===== src/rtl/pdm_tx_if.sv =====
// Level handshake between the level producer and the density modulator.
interface pdm_tx_if #(
  parameter int LEVEL_W = 8
);
  logic [LEVEL_W-1:0] level_in;
  logic               level_valid;
  logic               level_ready;

  modport master (output level_in, output level_valid, input  level_ready);
  modport slave  (input  level_in, input  level_valid, output level_ready);
endinterface


===== src/rtl/pdm_tx.sv =====
// First-order density modulator: each WINDOW-cycle frame carries exactly `level` ones,
// with optional seed dither that moves pulse positions without changing the count.
module pdm_tx #(
  parameter int WINDOW  = 128,
  parameter int LEVEL_W = 8,
  localparam int PW     = $clog2(WINDOW)
) (
  input  logic          pwm_clk,
  input  logic          rst,
  pdm_tx_if.slave       lvl,
  input  logic          dither_en,
  input  logic [PW-1:0] rand_in,
  output logic          bit_out,
  output logic          window_start,
  output logic          underrun
);

  logic [PW-1:0] phase;
  logic [PW:0]   acc, level_cur, hold;
  logic          pending, loaded;

  logic          ph0, xfer, bit_nxt;
  logic [PW:0]   lvl_clamp, lvl_eff, seed, base, acc_nxt;
  logic [PW+1:0] sum, sum_sub;

  assign ph0             = (phase == '0);
  assign lvl.level_ready = !pending;
  assign xfer            = lvl.level_valid && !pending;

  always_comb begin
    lvl_clamp = '0;
    if ({1'b0, lvl.level_in} > (LEVEL_W+1)'(WINDOW))
      lvl_clamp = (PW+1)'(WINDOW);
    else
      lvl_clamp = lvl.level_in[PW:0];
  end

  // The frame's level is taken from hold as it stood before the phase-0 edge,
  // so a transfer in that same cycle waits for the following frame.
  always_comb begin
    lvl_eff = level_cur;
    if (ph0 && pending) lvl_eff = hold;
    seed    = dither_en ? {1'b0, rand_in} : '0;
    base    = ph0 ? seed : acc;
    sum     = {1'b0, base} + {1'b0, lvl_eff};
    sum_sub = sum - (PW+2)'(WINDOW);
    bit_nxt = (sum >= (PW+2)'(WINDOW));
    acc_nxt = bit_nxt ? sum_sub[PW:0] : sum[PW:0];
  end

  always_ff @(posedge pwm_clk) begin
    if (rst) begin
      phase        <= '0;
      acc          <= '0;
      level_cur    <= '0;
      hold         <= '0;
      pending      <= 1'b0;
      loaded       <= 1'b0;
      underrun     <= 1'b0;
      bit_out      <= 1'b0;
      window_start <= 1'b0;
    end else begin
      phase        <= phase + 1'b1;
      acc          <= acc_nxt;
      level_cur    <= lvl_eff;
      bit_out      <= bit_nxt;
      window_start <= ph0;
      if (xfer) hold <= lvl_clamp;
      if (ph0 && pending) begin
        pending <= 1'b0;
        loaded  <= 1'b1;
      end else if (xfer) begin
        pending <= 1'b1;
      end
      if (ph0 && !pending && loaded) underrun <= 1'b1;
    end
  end

endmodule

===== src/flat_wrapper.sv =====
// flat-port wrapper written by rule: the top's interface ports become plain ports
module pdm_tx_flat 
#(
  parameter int WINDOW  = 128,
  parameter int LEVEL_W = 8,
  localparam int PW     = $clog2(WINDOW)
)
  (pwm_clk, rst, dither_en, rand_in, bit_out, window_start, underrun, lvl_level_in, lvl_level_valid, lvl_level_ready);
  pdm_tx_if #(.LEVEL_W(LEVEL_W)) lvl_i ();
  input  logic pwm_clk;
  input  logic rst;
  input  logic dither_en;
  input  logic [PW-1:0] rand_in;
  output logic bit_out;
  output logic window_start;
  output logic underrun;
  input wire logic [$bits(lvl_i.level_in)-1:0] lvl_level_in;
  input wire logic [$bits(lvl_i.level_valid)-1:0] lvl_level_valid;
  output wire logic [$bits(lvl_i.level_ready)-1:0] lvl_level_ready;
  assign lvl_i.level_in = lvl_level_in;
  assign lvl_i.level_valid = lvl_level_valid;
  assign lvl_level_ready = lvl_i.level_ready;
  pdm_tx #(.WINDOW(WINDOW), .LEVEL_W(LEVEL_W)) u_core (.pwm_clk(pwm_clk), .rst(rst), .lvl(lvl_i), .dither_en(dither_en), .rand_in(rand_in), .bit_out(bit_out), .window_start(window_start), .underrun(underrun));
endmodule

===== config.mk =====
export PLATFORM = sky130hd
export DESIGN_NAME = pdm_tx_flat
export DESIGN_NICKNAME = d
export VERILOG_FILES = /design/src/rtl/pdm_tx_if.sv /design/src/rtl/pdm_tx.sv /design/src/flat_wrapper.sv
export SDC_FILE = /design/constraint.sdc
export NUM_CORES = 1
export LEC_CHECK = 0
export ABC_AREA = 1
export CAP_MARGIN = 20
export CORE_MARGIN = 3
export CORE_UTILIZATION = 54
export CTS_CLUSTER_SIZE = 30
export DETAILED_ROUTE_END_ITERATION = 8
export GPL_TIMING_DRIVEN = 1
export HOLD_SLACK_MARGIN = 0.12
export PLACE_DENSITY = 0.81
export SYNTH_ARGS = -nofsm -noshare
export SYNTH_HDL_FRONTEND = slang
export SYNTH_SLANG_ARGS = --single-unit

===== constraint.sdc =====
create_clock -name pwm_clk -period 3.05 [get_ports pwm_clk]
set_clock_uncertainty 0.1 [all_clocks]
set_input_delay 0.915 -clock pwm_clk [delete_from_list [all_inputs] [get_ports pwm_clk]]
set_output_delay 0.915 -clock pwm_clk [all_outputs]
set_load 0.02 [all_outputs]

==> flow_summary.ini <==
[synth]
synth_cell_types = 24
avgSynthCellArea_um2 = 7.252
yosys_warnings = 0
synth_area_um2 = 1813
synth_top_area_share_pct = 39.75
ys_seq_elements = 36
ys_seq_area_share_pct = 39.75
syn_inst = 250
yosysTopAreaCell = dfxtp_1
syn_nets = 280
ys_top_cells_by_area = dfxtp_1 (40%), nand2_1 (10%), inv_1 (8.1%), nor2_1 (7.2%), ha_1 (6.9%)

[global_route]
grt_pass1_vias = 1462
grt_pass1_wl_um = 5871
grt_overflow_total = 0
grt_max_degree = 24
antenna_found_initial = 0
track_usage_pct = 18.05

[floorplan]
num_rows = 20
die_w_um = 63.94
start_util_pct = 57.96
core-area_um2 = 3128
num_io_pins = 23
die_height_um = 63.94
die_area_um2 = 4088

[min_path]
hold_depth = 2
min_path_type = flip-flop to flip-flop
min_from = u_core.loaded
hold_end = u_core.loaded

[cts]
cts_tree = yes
numCtsBuffers = 5
cts_setup_buffers = 0
clock_sinks = 36
root_buffer = clkbuf_4
ctsResizeCount = 0
clkTransAtPathRegs_ps = 110
insertion_delay_ps = 330
cts_max_path_buffers = 2
hold_buffers = 0
htree_levels = 2

[timing]
finalSetupTns_ps = 0
period_share_pct = 90.64
maxSlewViolCount = 0
fmax_mhz = 361.7
relSlewSlack_pct = 73.25
setup_viol = 0
rsz0062_at_grt = false
tightestPinTransition_ps = 400.9
fin_crit_ps = 2765
finalHoldViolations = 0

[detailed_routing]
vias = 1580
antenna_left = 0
dr.first_iter.drc_count = 95
routedWlPerCell_um = 10.44
drc_errors = 0
routed_via_density = 4.907
wl_um = 3363
dr.pass1.iters = 4

[setup_path]
reg2reg_from = u_core.phase[0]
path_cells = clkdlybuf4s50_1, nand2_1, o21ai_0, ha_1, fa_1, nand2_1, nand2_1, nand2_1, nor2_1, nor2_1, nand3_1, nand2_1, inv_1
worstPathArrival_ps = 2910
slowest_stage = clkdlybuf4s50_1
r2r_slack_ps = 330
worstSetupPathType = input port to flip-flop
worst_path_largest_cell_delay_ps = 530
r2r_cells = 19
start_kind = input port
end_kind = flip-flop
cp.required_ps = 3190
crit_fanout = 7
r2r-end = u_core.bit_out
crit_path_frequent_cell = nand2_1

[pwr]
power_density_nw_per_um2 = 553.2
p_leak_nw = 1.077
ir_drop_mv = 0.4256

[finish]
syn_to_final_growth_pct = 19.95
antenna-diode-count = 0
final_area_um2 = 2175
nets = 307
drive_above_1_share_pct = 12.59

[outcome]
status = completed

[place]
place.port_buffers = 22
dp_hpwl_um = 2547
place_congestion = 0.8955
place_area_um2 = 2079

[run]
cap_violations = 0
[Yosys cell counts]
cell type and instances:
buf_8 1, buf_2 1, nand3_1 8, a211oi_1 2, nand2_1 50, nand3_4 1
fa_1 1, a22oi_1 1, nor2_8 1, and3_1 1, inv_1 39, nor2_1 35
nor3_1 4, o21ai_2 8, clkbuf_1 3, o21ai_0 16, a31oi_1 1, ha_1 10
a21oi_1 17, dfxtp_1 36, nor2_2 3, inv_2 2, or2_2 5, nand2_2 4
[worst max path at each step]
stage               startpoint             end  cells after the start
2_1_floorplan  u_core.phase[0]   u_core.acc[7]                     20
3_3_place_gp         dither_en  u_core.bit_out                     13
3_5_place_dp         dither_en   u_core.acc[7]                     13
4_1_cts              dither_en  u_core.bit_out                     13
5_1_grt        u_core.phase[0]   u_core.acc[7]                     19
6_report             dither_en  u_core.bit_out                     13
[per-stage QoR]
step | setup slack (ps) | util (%) | cells | hold slack, ps | power (mW)
2_1_floorplan | 546.1 | - | 250 | 329.7 | 0.7578
3_3_place_gp | 46.77 | 66.48 | 314 | 346.1 | 0.8318
3_5_place_dp | -33.46 | 66.48 | 314 | 357.7 | 0.8415
4_1_cts | 325.6 | 69.52 | 322 | 384.6 | 1.209
5_1_grt | 75.22 | 69.52 | 322 | 406.6 | 1.276
6_report | 285.4 | 69.52 | 322 | 382.1 | 1.203
[cells in the final DEF, fill, tap and decap left out]
| cell | count |
|---|---|
| nand2_1 | 50 |
| inv_1 | 39 |
| dfxtp_1 | 36 |
| nor2_1 | 35 |
| clkdlybuf4s50_1 | 22 |
| a21oi_1 | 17 |
| o21ai_0 | 16 |
| ha_1 | 10 |
| o21ai_2 | 8 |
| nand3_1 | 8 |
| or2_2 | 5 |
| clkbuf_4 | 5 |
| nand2_2 | 4 |
| nor3_1 | 4 |
| nor2_2 | 3 |
| buf_4 | 3 |
| inv_2 | 2 |
| a211oi_1 | 2 |
| clkbuf_8 | 2 |
| nand3_4 | 1 |
| nor2_8 | 1 |
| a22oi_1 | 1 |
| a31oi_1 | 1 |
| and3_1 | 1 |
| fa_1 | 1 |
| bufinv_16 | 1 |
[area by class of cell]
class,instances,area [um^2]
Fill cell,265,953.4
Multi-Input combinational cell,168,907.1
Sequential cell,36,720.7
Timing Repair Buffer,25,242.7
Inverter,41,153.9
Clock buffer,7,65.06
Tap cell,44,55.05
Clock inverter,1,30.03
[power by group]
part / internal, mW / switching (mW) / leakage (nW) / total [mW]
registers: 0.517 / 0.0179 / 0.295 / 0.535
clock network: 0.218 / 0.154 / 0.0515 / 0.372
logic: 0.124 / 0.172 / 0.730 / 0.296
total: 0.859 / 0.344 / 1.08 / 1.20
[cell families (layout without fill, tap and decap cells)]
logic type | after synthesis | count (layout) | synth area share, %
buf+inv | 46 | 74 | 10.21
simple gates | 112 | 112 | 27.47
flops | 36 | 36 | 39.75
compound gates | 45 | 45 | 14.56
fa+ha+maj | 11 | 11 | 8.006
[critical path: cells and delay by family]
kind | cells | cell delay, ps
AND/OR/NAND/NOR | 8 | 690
buffers and inverters | 2 | 570
AO/OA/AOI/OAI | 1 | 90
adder cells (fa/ha/maj) | 2 | 630
[per-layer routing]
| metal | vias up | GRT usage, % | share of wire [%] |
|---|---|---|---|
| met5 | - | 0 | 0 |
| met4 | 0 | 8.086 | 1.2 |
| met3 | 6 | 5.097 | 3.7 |
| met2 | 36 | 30.45 | 48 |
| met1 | 696 | 21.08 | 47 |
| li1 | 842 | - | - |
[sequential cells by signal, summed over array words and instances (netlist names)]
register             cells
u_core.phase             7
u_core.underrun          1
u_core.acc               8
u_core.hold              8
u_core.loaded            1
u_core.bit_out           1
u_core.pending           1
u_core.level_cur         8
u_core.window_start      1
Note: power is estimated with default switching activity, not from simulation.
